<file path="src/rtl/icache_refill_ctrl_pkg.sv">
// Shared types and constants for the instruction-cache refill controller.
//   refill_state_e   : controller state encoding
//   BURST_INCR       : AXI INCR burst type
//   RESP_SLVERR/DECERR : AXI read responses that mark a failed beat
//   beats_per_block / block_offset / beat_size : geometry helpers
package icache_refill_pkg;

    typedef enum logic [1:0] {
        IDLE   = 2'd0,
        AR_REQ = 2'd1,
        R_DATA = 2'd2,
        FILL   = 2'd3
    } refill_state_e;

    localparam logic [1:0] BURST_INCR  = 2'b01;
    localparam logic [1:0] RESP_SLVERR = 2'b10;
    localparam logic [1:0] RESP_DECERR = 2'b11;

    function automatic int beats_per_block(input int block_width, input int data_width);
        return block_width / data_width;
    endfunction

    function automatic int block_offset(input int block_width);
        return $clog2(block_width / 8);
    endfunction

    function automatic int beat_size(input int data_width);
        return $clog2(data_width / 8);
    endfunction

endpackage

</file>
<file path="src/rtl/icache_refill_ctrl_if.sv">
// AXI4 read-channel bundle between the refill controller and memory.
//   AR: ar_valid, ar_ready, ar_addr, ar_len, ar_size, ar_burst
//   R : r_valid, r_ready, r_data, r_last, r_resp
//   master modport: controller side (issues AR, accepts R)
//   slave modport : memory/interconnect side
interface icache_refill_ctrl_if #(
    parameter int ADDR_WIDTH = 64,
    parameter int DATA_WIDTH = 64
);
    logic                  ar_valid;
    logic                  ar_ready;
    logic [ADDR_WIDTH-1:0] ar_addr;
    logic [7:0]            ar_len;
    logic [2:0]            ar_size;
    logic [1:0]            ar_burst;
    logic                  r_valid;
    logic                  r_ready;
    logic [DATA_WIDTH-1:0] r_data;
    logic                  r_last;
    logic [1:0]            r_resp;

    modport master (
        output ar_valid, ar_addr, ar_len, ar_size, ar_burst, r_ready,
        input  ar_ready, r_valid, r_data, r_last, r_resp
    );

    modport slave (
        input  ar_valid, ar_addr, ar_len, ar_size, ar_burst, r_ready,
        output ar_ready, r_valid, r_data, r_last, r_resp
    );
endinterface

</file>
<file path="src/rtl/icache_refill_ctrl.sv">
// Instruction-cache miss controller. On a fetch miss it stalls fetch, issues
// one AXI4 INCR burst for the aligned block, assembles the beats into a block
// buffer and writes the block into the icache with a one-cycle pulse.
//   i_clk, i_arst_n : clock, asynchronous active-low reset
//   i_fetch_req, i_pc, i_icache_hit : fetch-stage lookup
//   o_stall_fetch   : hold the PC register
//   o_instr_we, o_instr_block : icache block write
//   o_bus_error     : one-cycle pulse on an errored or malformed refill
//   axi             : AXI read master port
//
// state  | meaning
// IDLE   | no refill; stall follows the current lookup miss
// AR_REQ | read address presented, waiting for ar_ready
// R_DATA | collecting beats into the block buffer
// FILL   | one cycle: write block, or flag the bus error
module icache_refill_ctrl
    import icache_refill_pkg::*;
#(
    parameter int ADDR_WIDTH  = 64,
    parameter int BLOCK_WIDTH = 512,
    parameter int DATA_WIDTH  = 64
) (
    input  logic                   i_clk,
    input  logic                   i_arst_n,
    input  logic                   i_fetch_req,
    input  logic [ADDR_WIDTH-1:0]  i_pc,
    input  logic                   i_icache_hit,
    output logic                   o_stall_fetch,
    output logic                   o_instr_we,
    output logic [BLOCK_WIDTH-1:0] o_instr_block,
    output logic                   o_bus_error,
    icache_refill_ctrl_if.master   axi
);

    localparam int BEATS  = beats_per_block(BLOCK_WIDTH, DATA_WIDTH);
    localparam int OFFSET = block_offset(BLOCK_WIDTH);
    localparam int SIZE   = beat_size(DATA_WIDTH);
    localparam int CNT_W  = $clog2(BEATS);

    refill_state_e          state_q;
    logic [ADDR_WIDTH-1:0]  addr_q;
    logic [CNT_W-1:0]       cnt_q;
    logic                   err_q;
    logic [BLOCK_WIDTH-1:0] buffer_q;
    logic                   ar_valid_q;
    logic                   r_ready_q;
    logic                   instr_we_q;
    logic                   bus_error_q;

    logic miss;
    logic cnt_is_last;
    logic beat_err;
    logic err_next;
    logic burst_end;
    logic unused_pc;

    assign miss        = i_fetch_req & ~i_icache_hit;
    assign cnt_is_last = (cnt_q == CNT_W'(BEATS - 1));

    // A beat is bad on an error response, or when r_last disagrees with the
    // beat position (early last, or a missing last on the final beat).
    assign beat_err  = (axi.r_resp == RESP_SLVERR) | (axi.r_resp == RESP_DECERR)
                     | (axi.r_last != cnt_is_last);
    assign err_next  = err_q | beat_err;
    assign burst_end = axi.r_last | cnt_is_last;

    // The low PC bits only select within the block; the refill is block-aligned.
    assign unused_pc = ^i_pc[OFFSET-1:0];

    // Miss-cycle stall is combinational so the PC holds in the miss cycle
    // itself; gated by reset so every output reads 0 while reset is held.
    assign o_stall_fetch = i_arst_n & ((state_q != IDLE) | miss);

    assign o_instr_we    = instr_we_q;
    assign o_bus_error   = bus_error_q;
    assign o_instr_block = buffer_q;

    assign axi.ar_valid  = ar_valid_q;
    assign axi.ar_addr   = addr_q;
    assign axi.ar_len    = 8'(BEATS - 1);
    assign axi.ar_size   = 3'(SIZE);
    assign axi.ar_burst  = BURST_INCR;
    assign axi.r_ready   = r_ready_q;

    always_ff @(posedge i_clk or negedge i_arst_n) begin
        if (!i_arst_n) begin
            state_q     <= IDLE;
            addr_q      <= '0;
            cnt_q       <= '0;
            err_q       <= 1'b0;
            buffer_q    <= '0;
            ar_valid_q  <= 1'b0;
            r_ready_q   <= 1'b0;
            instr_we_q  <= 1'b0;
            bus_error_q <= 1'b0;
        end else begin
            instr_we_q  <= 1'b0;
            bus_error_q <= 1'b0;
            case (state_q)
                IDLE: begin
                    if (miss) begin
                        addr_q     <= {i_pc[ADDR_WIDTH-1:OFFSET], {OFFSET{1'b0}}};
                        ar_valid_q <= 1'b1;
                        state_q    <= AR_REQ;
                    end
                end
                AR_REQ: begin
                    if (axi.ar_ready) begin
                        ar_valid_q <= 1'b0;
                        r_ready_q  <= 1'b1;
                        cnt_q      <= '0;
                        err_q      <= 1'b0;
                        state_q    <= R_DATA;
                    end
                end
                R_DATA: begin
                    if (axi.r_valid) begin
                        for (int b = 0; b < BEATS; b++) begin
                            if (cnt_q == CNT_W'(b)) begin
                                buffer_q[b*DATA_WIDTH +: DATA_WIDTH] <= axi.r_data;
                            end
                        end
                        cnt_q <= cnt_q + 1'b1;
                        err_q <= err_next;
                        if (burst_end) begin
                            r_ready_q   <= 1'b0;
                            instr_we_q  <= ~err_next;
                            bus_error_q <= err_next;
                            state_q     <= FILL;
                        end
                    end
                end
                FILL: begin
                    state_q <= IDLE;
                end
                default: begin
                    state_q <= IDLE;
                end
            endcase
        end
    end

endmodule

</file>
<file path="src/flat_wrapper.sv">
// flat-port wrapper written by rule: the top's interface ports become plain ports
module icache_refill_ctrl_flat import icache_refill_pkg::*;
#(
    parameter int ADDR_WIDTH  = 64,
    parameter int BLOCK_WIDTH = 512,
    parameter int DATA_WIDTH  = 64
)
  (i_clk, i_arst_n, i_fetch_req, i_pc, i_icache_hit, o_stall_fetch, o_instr_we, o_instr_block, o_bus_error, axi_ar_valid, axi_ar_addr, axi_ar_len, axi_ar_size, axi_ar_burst, axi_r_ready, axi_ar_ready, axi_r_valid, axi_r_data, axi_r_last, axi_r_resp);
  icache_refill_ctrl_if #(.ADDR_WIDTH(ADDR_WIDTH), .DATA_WIDTH(DATA_WIDTH)) axi_i ();
  input  logic i_clk;
  input  logic i_arst_n;
  input  logic i_fetch_req;
  input  logic [ADDR_WIDTH-1:0] i_pc;
  input  logic i_icache_hit;
  output logic o_stall_fetch;
  output logic o_instr_we;
  output logic [BLOCK_WIDTH-1:0] o_instr_block;
  output logic o_bus_error;
  output wire logic [$bits(axi_i.ar_valid)-1:0] axi_ar_valid;
  output wire logic [$bits(axi_i.ar_addr)-1:0] axi_ar_addr;
  output wire logic [$bits(axi_i.ar_len)-1:0] axi_ar_len;
  output wire logic [$bits(axi_i.ar_size)-1:0] axi_ar_size;
  output wire logic [$bits(axi_i.ar_burst)-1:0] axi_ar_burst;
  output wire logic [$bits(axi_i.r_ready)-1:0] axi_r_ready;
  input wire logic [$bits(axi_i.ar_ready)-1:0] axi_ar_ready;
  input wire logic [$bits(axi_i.r_valid)-1:0] axi_r_valid;
  input wire logic [$bits(axi_i.r_data)-1:0] axi_r_data;
  input wire logic [$bits(axi_i.r_last)-1:0] axi_r_last;
  input wire logic [$bits(axi_i.r_resp)-1:0] axi_r_resp;
  assign axi_ar_valid = axi_i.ar_valid;
  assign axi_ar_addr = axi_i.ar_addr;
  assign axi_ar_len = axi_i.ar_len;
  assign axi_ar_size = axi_i.ar_size;
  assign axi_ar_burst = axi_i.ar_burst;
  assign axi_r_ready = axi_i.r_ready;
  assign axi_i.ar_ready = axi_ar_ready;
  assign axi_i.r_valid = axi_r_valid;
  assign axi_i.r_data = axi_r_data;
  assign axi_i.r_last = axi_r_last;
  assign axi_i.r_resp = axi_r_resp;
  icache_refill_ctrl #(.ADDR_WIDTH(ADDR_WIDTH), .BLOCK_WIDTH(BLOCK_WIDTH), .DATA_WIDTH(DATA_WIDTH)) u_core (.i_clk(i_clk), .i_arst_n(i_arst_n), .i_fetch_req(i_fetch_req), .i_pc(i_pc), .i_icache_hit(i_icache_hit), .o_stall_fetch(o_stall_fetch), .o_instr_we(o_instr_we), .o_instr_block(o_instr_block), .o_bus_error(o_bus_error), .axi(axi_i));
endmodule
</file>
<file path="config.mk">
export PLATFORM = sky130hd
export DESIGN_NAME = icache_refill_ctrl_flat
export DESIGN_NICKNAME = d
export VERILOG_FILES = /design/src/rtl/icache_refill_ctrl_pkg.sv /design/src/rtl/icache_refill_ctrl_if.sv /design/src/rtl/icache_refill_ctrl.sv /design/src/flat_wrapper.sv
export SDC_FILE = /design/constraint.sdc
export NUM_CORES = 1
export LEC_CHECK = 0
export ABC_AREA = 1
export BUFFER_PORTS_ARGS = -buffer_cell sky130_fd_sc_hd__buf_2
export CAP_MARGIN = 40
export CELL_PAD_IN_SITES_DETAIL_PLACEMENT = 0
export CELL_PAD_IN_SITES_GLOBAL_PLACEMENT = 1
export CORE_AREA = 10 10 273 275
export DETAILED_ROUTE_END_ITERATION = 8
export DIE_AREA = 0 0 283 285
export PLACE_DENSITY = 0.72
export SLEW_MARGIN = 20
export SYNTH_ARGS = -nofsm -noshare
export SYNTH_HDL_FRONTEND = slang
export SYNTH_SLANG_ARGS = --single-unit
</file>
<file path="constraint.sdc">
create_clock -name i_clk -period 1.9 [get_ports i_clk]
set_input_delay 0.095 -clock i_clk [delete_from_list [all_inputs] [get_ports i_clk]]
set_output_delay 0.095 -clock i_clk [all_outputs]
set_load 0.05 [all_outputs]
</file>
==> qor.yml, run 1 <==
global_routing:
  grt_pass1_vias: 18140
  grt-busiest-layer: "met2"
  gr-usage-met3_pct: 6.339
  grt_pass1_wl_um: 118500
  gr-usage-met2_pct: 31.83
  overflow: 0
  grtUsageMet1_pct: 22.43
  grt_usage_pct: 19.07
  antenna_found_initial: 3
  grt_max_degree: 110
sta:
  fin_hold_ws_ns: 0.03014
  slew_violations: 0
  hold_viol: 0
  clock_skew_ns: 0.01709
  setup_viol: 0
  slew_headroom_pct: 52.58
  min_period_ns: 1.778
  fmax_ghz: 0.5624
  worst_pin_slew_ns: 0.7090
  final.period_utilization_pct: 93.59
final_layout:
  stdcell_count: 3900
  fin_util_pct: 42.82
  multi_input_area_mm2: 0.005529
  fin_nets: 3056
  fill_cells: 6682
  layout-drive-gt1-share_pct: 29.98
  regArea_mm2: 0.01451
  synthToLayoutAreaGrowth_pct: 39.63
synth:
  synth.area.top_cells: "dfrtp_1 68%, o21ai_0 9.1%, nand2_1 7.1%, a21oi_1 4.5%, nor2_1 3.6%"
  synth-xor-area-share_pct: 0
  ys_ff_latch: 580
  yosys.area_share.simple_pct: 10.99
  synth_seq_area_share_pct: 68.30
  ys.flop_type: "dfrtp_1"
  synth_area_mm2: 0.02125
  synth_common_cells: "580 x dfrtp_1, 402 x nand2_1, 385 x o21ai_0"
  synth_top_family_by_area: "compound AO/OA/AOI/OAI gates"
  synthArstFlopShare_pct: 100.0
  synth-edff-count: 0
  synthAdderAreaFrac_pct: 0.5888
  netlist-cell-type-count: 19
  netlist.area_leader.share_pct: 68.30
  yosysMostFrequentCell: "dfrtp_1"
  ys_warn_count: 0
  synthMuxAreaShare_pct: 0
  synth_cells: 2071
  synth.avg_cell_area_um2: 10.26
  synth_compound_area_share_pct: 13.68
  yosysTopAreaCell: "dfrtp_1"
setup_path:
  startpoint_type: "flip-flop"
  cp.arrival_ns: 1.68
  path_class: "reg2out"
  crit_required_ns: 1.80
  worstPathCellList: "inv_2, ha_4, inv_1, a21oi_2, nor2_1, buf_6"
  critPathSlowestCell: "dfrtp_1"
  crit_family: "flip-flops"
  end_kind: "output pin"
  worstPathMaxFanout: 4
  path_buf_inv: 3
  critPathMaxStageDelay_ns: 0.40
outcome:
  status: "complete, no violations"
route:
  drt_first_pass_iters: 8
  drc: 0
  routed_via_density: 4.561
  wl_per_cell_um: 20.60
  dr_total_vias: 17790
  totalWireLength_um: 80330
  drtAntennaViolNets: 0
  drtIter0Drc: 1094
pwr:
  power_w: 0.05284
  peakVddDrop_mv: 1.204
  power.density_mw_per_mm2: 1781
  p_leak_nw: 16.27
worst_hold_path:
  min_path_type: "in2reg"
flow_run:
  cap_violations: 0
clocking:
  cts-root-buf: "clkbuf_16"
  clock_path_buffers: 3
  clk_pin_slew_ns: 0.06
  insertion_delay_ns: 0.63
  cts_tree: "built"
  numCtsBuffers: 61
  htree_num_levels: 2
  clkSinkCount: 580
floorplanning:
  die_h_um: 285
  dieArea_mm2: 0.08066
  ios: 731
  initial_core_util_pct: 30.66
  chipWidth_um: 283
  core_area_mm2: 0.06930
  std_cell_rows: 97
placed_design:
  port_buffers: 704
  placedCellCount: 3644
  gp_congestion: 0.8346
  dp_hpwl_um: 57830
==> flip-flops by register name, summed over array words and instances (netlist names) <==
name / flops
u_core.state_q: 2
u_core.axi.ar_addr: 58
u_core.o_bus_error: 1
u_core.axi.r_ready: 1
u_core.cnt_q: 3
u_core.err_q: 1
u_core.axi.ar_valid: 1
u_core.o_instr_we: 1
u_core.o_instr_block: 512
==> per-layer routing <==
layer / routed length (µm) / up-vias
met5: 7 / -
met4: 3310 / 2
met3: 7093 / 139
met2: 38510 / 775
met1: 31410 / 8566
li1: - / 8306
==> stage by stage <==
step | TNS [ns] | area (µm²) | setup WS [ns]
floorplan | 0 | 21310 | 0.3510
global placement | 0 | 26030 | 0.1147
detailed placement | 0 | 26030 | 0.04388
CTS | 0 | 29540 | 0.005524
global route | -0.004222 | 29670 | -0.004222
finish | 0 | 29670 | 0.1218
==> area by class of cell <==
class                      count  share of cell area, %
clock inverter                26                  1.278
antenna                        1               0.008433
multi-input combinational   1224                  18.63
clock buffer                  87                  6.013
timing repair buffer         901                  19.41
inverter                     141                  1.784
tap                          940                  3.964
sequential                   580                  48.91
==> layout by cell type (no fill, tap or decap), drive strengths merged <==
master,Yosys,layout
ha,10,10
buf,106,767
clkbuf,37,89
nor2,204,204
o21ai,385,385
dfrtp,580,580
diode,0,1
clkinvlp,0,2
conb,2,19
clkinv,0,14
dlygate4sd3,0,132
nand3,7,7
bufinv,0,8
nand2,403,403
o21bai,2,2
a21oi,193,193
inv,141,143
nor3,1,1
==> worst register-to-register path: cells and delay by family (launching register included) <==
kind,cells,cell delay (ns)
buf+inv,4,0.69
compound gates,1,0.12
simple gates,3,0.28
flops,1,0.40
fa+ha+maj,1,0.19
==> worst paths after layout <==
path / startpoint / endpoint / slack [ns] / cells past startpoint
max: u_core.state_q[0] / o_stall_fetch / 0.12 / 6
min: axi_r_data[7] / u_core.o_instr_block[263] / 0.03 / 3
max reg2reg: u_core.state_q[0] / u_core.o_instr_block[443] / 0.15 / 9
min reg2reg: u_core.o_instr_block[490] / u_core.o_instr_block[490] / 0.48 / 2
max in group asynchronous: i_arst_n / u_core.o_instr_block[442] / 0.69 / 3
min in group asynchronous: i_arst_n / u_core.o_instr_block[266] / 0.16 / 3
==> cells by family after synthesis <==
logic type	Yosys count
AO/OA/AOI/OAI	580
adder cells (fa/ha/maj)	10
buffers and inverters	284
flip-flops	580
other	2
AND/OR/NAND/NOR	615
==> power by group <==
group	internal [W]	switching, W
registers	0.0159	0.00197
logic	0.00455	0.0178
clock network	0.00762	0.00503
==> repair_timing <==
action                                  CTS  global route
gates resized for setup                   5             5
hold endpoints to repair                748             0
buffers inserted                          1             7
hold buffers                            132             0
pin swaps                                 0             3
endpoints found under the setup margin    1            66
gates cloned                              0             2
Note: power is estimated with default switching activity, not from simulation.
==> run 2, diff against run 1 <==
--- a/config.mk
+++ b/config.mk
@@ -10,10 +10,11 @@
 export CAP_MARGIN = 40
 export CELL_PAD_IN_SITES_DETAIL_PLACEMENT = 0
 export CELL_PAD_IN_SITES_GLOBAL_PLACEMENT = 1
-export CORE_AREA = 10 10 273 275
+export CORE_AREA = 10 10 277 279
 export DETAILED_ROUTE_END_ITERATION = 8
-export DIE_AREA = 0 0 283 285
-export PLACE_DENSITY = 0.72
+export DIE_AREA = 0 0 287 289
+export PLACE_DENSITY = 0.73
+export SETUP_SLACK_MARGIN = 0.02
 export SLEW_MARGIN = 20
 export SYNTH_ARGS = -nofsm -noshare
 export SYNTH_HDL_FRONTEND = slang
==> constraint.sdc (replaced) <==
create_clock -name i_clk -period 1.51 [get_ports i_clk]
set_input_delay 0.0755 -clock i_clk [delete_from_list [all_inputs] [get_ports i_clk]]
set_output_delay 0.0755 -clock i_clk [all_outputs]
set_load 0.05 [all_outputs]
==> qor.yml, run 2 (synthesis gave the netlist of run 1 again) <==
global_routing:
  grt_usage_pct: 20.39
  grt_pass1_vias: 18740
  overflow: 0
  grt_pass1_wl_um: 127200
  grt_max_degree: 71
  antenna_found_initial: 1
clocking:
  cts-root-buf: "clkbuf_16"
  numCtsBuffers: 66
  cts_tree: "built"
  clock_path_buffers: 3
  clkSinkCount: 580
  insertion_delay_ns: 0.61
  htree_num_levels: 3
  clk_pin_slew_ns: 0.06
setup_path:
  startpoint_type: "flip-flop"
  end_kind: "output pin"
  worstPathMaxFanout: 2
  crit_required_ns: 1.43
  path_class: "reg2out"
  worstPathCellList: "inv_2, buf_6, ha_4, inv_2, a21oi_4, nor2_4, buf_12"
  critPathSlowestCell: "dfrtp_1"
  cp.arrival_ns: 1.69
  critPathMaxStageDelay_ns: 0.38
  critPathMostFrequentCell: "inv_2"
final_layout:
  fin_util_pct: 48.24
  stdcell_count: 4046
  fin_nets: 3201
  synthToLayoutAreaGrowth_pct: 61.45
  insertedDiodeCount: 0
  layout-drive-gt1-share_pct: 45.28
  fill_cells: 6459
  layout_commonest_cell: "buf_2"
  final_cell_mix: "702 x buf_2, 580 x dfrtp_1, 285 x nand2_1"
  largest_reg_flops: 512
sta:
  slew_headroom_pct: 51.37
  clock_skew_ns: 0.03483
  final.period_utilization_pct: 116.7
  fin_ws_ns: -0.2521
  slew_violations: 0
  min_period_ns: 1.762
  fmax_ghz: 0.5675
  setup_viol: 575
  worst_pin_slew_ns: 0.7295
  fin_hold_ws_ns: 0.04607
  hold_viol: 0
  rsz0062_at_grt: "yes"
floorplanning:
  die_h_um: 289
  core_area_mm2: 0.07112
  dieArea_mm2: 0.08294
  std_cell_rows: 98
  initial_core_util_pct: 29.88
  ios: 731
  chipWidth_um: 287
pwr:
  peakVddDrop_mv: 1.425
  p_leak_nw: 17.93
  power.density_mw_per_mm2: 2028
placed_design:
  place_worst_setup_slack_ns: -0.1544
  dp_hpwl_um: 58000
  placedCellCount: 3695
  port_buffers: 704
  gp_congestion: 0.7973
route:
  wl_per_cell_um: 24.13
  drtAntennaViolNets: 0
  drt_first_pass_iters: 5
  routed_via_density: 4.763
  totalWireLength_um: 97620
  drc: 0
  drtIter0Drc: 1226
  dr_total_vias: 19270
outcome:
  violations: "setup timing"
  status: "finished with violations"
flow_run:
  cap_violations: 0
worst_hold_path:
  min_path_type: "in2reg"
[run 2: cell types whose count changed in the layout (fill, tap and decap cells not counted), moves of 27 or more]
cell | previous run | this run
a21oi_1 | 192 | 83
clkbuf_16 | 63 | 98
o21ai_2 | 0 | 51
nand2_4 | 2 | 46
nand2_2 | 1 | 70
nor2_4 | 3 | 79
o21ai_1 | 1 | 84
nand2_1 | 400 | 285
nor2_1 | 201 | 107
buf_16 | 1 | 34
a21oi_2 | 1 | 107
o21ai_0 | 384 | 250
buf_12 | 28 | 55
[run 2: where the power goes]
part / total, W / switching [W] / leakage (nW) / internal [W]
clock network: 0.0162 / 0.00676 / 1.05 / 0.00940
registers: 0.0229 / 0.00295 / 7.79 / 0.0200
logic: 0.0305 / 0.0234 / 9.09 / 0.00713
total: 0.0696 / 0.0331 / 17.9 / 0.0365
[run 2: path summary, 6_finish.rpt]
check	depth (start not counted)	end	slack [ns]	from
min in group asynchronous	3	u_core.o_instr_block[320]	0.20	i_arst_n
max in group asynchronous	3	u_core.o_instr_block[157]	0.59	i_arst_n
worst min-delay path	3	u_core.o_instr_block[444]	0.05	axi_r_data[60]
worst max-delay path	7	o_stall_fetch	-0.25	u_core.state_q[0]
worst min register to register	2	u_core.axi.ar_addr[6]	0.48	u_core.axi.ar_addr[6]
worst max register to register	11	u_core.o_instr_block[64]	-0.24	u_core.state_q[0]
[run 2: final cells by class]
cell class                 instances  area, µm²  share of cell area, %
clock buffer                      92       1861                  5.423
clock inverter                    18      297.8                 0.8680
inverter                         141      541.8                  1.579
multi-input combinational       1226       7411                  21.60
sequential                       580      14510                  42.30
tap                              950       1189                  3.465
timing repair buffer            1039       8494                  24.76
[run 2: worst max-delay path: cells and delay by family (launching register included)]
family	cells	cell delay, ns
AOI/OAI and AO/OA	1	0.15
adders and majority gates	1	0.14
buffers and inverters	4	0.36
DFF	1	0.38
and+or+nand+nor	1	0.05
[run 2: layer usage]
| layer | global-route usage [%] | up-vias | wire, µm |
|---|---|---|---|
| li1 | - | 8660 | - |
| met5 | 0 | - | 0 |
| met2 | 33.90 | 842 | 47830 |
| met1 | 24.13 | 9610 | 37570 |
| met3 | 6.574 | 161 | 8601 |
| met4 | 8.444 | 0 | 3617 |
[run 2: stage by stage]
step                area (µm²)  power [W]  TNS (ns)
floorplan                21320    0.04224         0
global placement         26440    0.05042    -26.52
detailed placement       26440    0.05069    -38.86
CTS                      31740    0.06786    -75.48
global route             34310    0.07262   -137.00
finish                   34310    0.06956    -79.83
[run 2: what timing repair did]
item,CTS,global route
gates cloned,36,38
gates resized for setup,178,617
hold buffers,127,0
pin swaps,13,54
endpoints found under the setup margin,564,578
setup buffers,37,21
endpoints found under the hold margin,1083,0
==> run 3, diff against run 2 <==
==> constraint.sdc (replaced) <==
create_clock -name i_clk -period 1.51 [get_ports i_clk]
set_input_delay 0.302 -clock i_clk [delete_from_list [all_inputs] [get_ports i_clk]]
set_output_delay 0.302 -clock i_clk [all_outputs]
set_load 0.05 [all_outputs]
==> qor.yml, run 3 (synthesis gave the netlist of run 1 again) <==
final_layout:
  layout-drive-gt1-share_pct: 32.61
  stdcell_count: 3916
  final_cell_mix: "701 x buf_2, 579 x dfrtp_1, 400 x nand2_1"
  synthToLayoutAreaGrowth_pct: 42.93
  fin_nets: 3061
  largest_reg_flops: 512
  layout_commonest_cell: "buf_2"
  fin_util_pct: 42.71
floorplanning:
  dieArea_mm2: 0.08294
  ios: 731
  initial_core_util_pct: 29.88
  die_h_um: 289
  chipWidth_um: 287
  core_area_mm2: 0.07112
  std_cell_rows: 98
route:
  routed_via_density: 4.476
  wl_per_cell_um: 21.14
  drtAntennaViolNets: 0
  drtIter0Drc: 1230
  drt_first_pass_iters: 5
  drc: 0
  totalWireLength_um: 82800
  dr_total_vias: 17530
setup_path:
  setup.worst_path.end: "o_stall_fetch"
  reg2reg_from: "u_core.state_q[0]"
  r2r_cells: 12
  cp.arrival_ns: 1.65
  worstPathMaxFanout: 2
  crit_required_ns: 1.21
  end_kind: "output pin"
  path_class: "reg2out"
  r2r_slack_ns: -0.34
  reg2reg_to: "u_core.o_instr_block[298]"
  startpoint_type: "flip-flop"
  crit_start: "u_core.state_q[0]"
sta:
  hold_viol: 0
  fin_hold_ws_ns: 0.07826
  setup_viol: 1061
  clock_skew_ns: 0.03251
  timing.setup.tns_ns: -115.34
  worst_pin_slew_ns: 0.8211
  rsz0062_at_grt: "yes"
  slew_violations: 0
  fin_ws_ns: -0.4374
  min_period_ns: 1.947
  slew_headroom_pct: 45.26
  fmax_ghz: 0.5135
  final.period_utilization_pct: 129.0
clocking:
  clk_pin_slew_ns: 0.06
  clock_path_buffers: 3
  cts_tree: "built"
  insertion_delay_ns: 0.61
  numCtsBuffers: 66
  cts-root-buf: "clkbuf_16"
  htree_num_levels: 3
  clkSinkCount: 580
placed_design:
  gp_congestion: 0.7925
  placedCellCount: 3686
  place_worst_setup_slack_ns: -0.1844
  dp_hpwl_um: 56580
  port_buffers: 704
global_routing:
  grt_max_degree: 151
  grt_usage_pct: 18.60
  antenna_found_initial: 2
  grt_pass1_wl_um: 116500
  grt_pass1_vias: 17290
  overflow: 0
flow_run:
  cap_violations: 0
outcome:
  violations: "setup timing"
  status: "finished with violations"
worst_hold_path:
  min_path_type: "in2reg"
pwr:
  p_leak_nw: 16.61
  power.density_mw_per_mm2: 2210
  peakVddDrop_mv: 1.342
==> run 3: cell count changes in the layout (fill, tap and decap cells not counted), moves of 21 or more <==
| cell | change |
|---|---|
| o21ai_0 | +133 |
| nand2_1 | +115 |
| a21oi_1 | +109 |
| a21oi_2 | -106 |
| nor2_1 | +92 |
| o21ai_1 | -82 |
| nor2_4 | -76 |
| nand2_2 | -70 |
| dlygate4sd3_1 | -66 |
| o21ai_2 | -51 |
| nand2_4 | -43 |
| clkbuf_16 | -22 |
| buf_16 | -21 |
==> run 3: per-stage QoR <==
step,instance area [µm²],total power [W]
6_report,30370,0.06711
2_1_floorplan,21320,0.04225
5_1_grt,30370,0.07024
3_3_place_gp,26350,0.05029
4_1_cts,30070,0.06770
3_5_place_dp,26350,0.05059
==> run 3: area by class of cell <==
class	instances	area, µm²
tap	950	1189
clock inverter	30	380.4
timing repair buffer	901	6339
antenna	1	2.502
inverter	141	536.8
clock buffer	89	1869
sequential	580	14520
fill	6996	40750
multi-input combinational	1224	5542
==> run 3: what timing repair did <==
action,in CTS,in global routing
endpoints found under the hold margin,378,0
cloned,15,10
gates resized for setup,45,14
buffers inserted,20,5
endpoints found under the setup margin,1144,1468
pin swaps,3,5
hold buffers,61,0
==> run 3: metal layers <==
layer / global-route usage (%) / share of wire [%] / up-vias
li1: - / - / 8332
met1: 22.05 / 40 / 8411
met2: 30.89 / 48 / 656
met3: 6.762 / 9.3 / 128
met4: 6.401 / 3.3 / 0
met5: 0 / 0 / -
==> run 3: worst min-delay path by stage <==
stage | slack (ns) | end | depth (start not counted) | startpoint
after floorplan | 0.006 | u_core.axi.ar_addr[10] | 0 | i_arst_n
after global placement | 0.34 | u_core.o_instr_block[37] | 2 | i_arst_n
after detailed placement | 0.34 | u_core.o_instr_block[37] | 2 | i_arst_n
after CTS | 0.02 | u_core.o_instr_block[353] | 3 | axi_r_data[33]
after global routing | 0.08 | u_core.o_instr_block[355] | 3 | axi_r_data[35]
final | 0.08 | u_core.o_instr_block[422] | 3 | axi_r_data[38]
==> run 3: worst max-delay path, cell delays in order (launching register included) <==
cell and delay (ns):
dfrtp_1 0.37, inv_2 0.05, buf_6 0.11, ha_4 0.15, inv_2 0.06, a21oi_2 0.04, nor2_2 0.11, buf_6 0.18
==> run 3: where the power goes <==
part / switching (W) / total, W / leakage, nW / internal (W)
Sequential: 0.00233 / 0.0223 / 7.79 / 0.0200
Clock: 0.00681 / 0.0165 / 1.10 / 0.00970
Combinational: 0.0224 / 0.0283 / 7.72 / 0.00589
Total: 0.0316 / 0.0671 / 16.6 / 0.0355
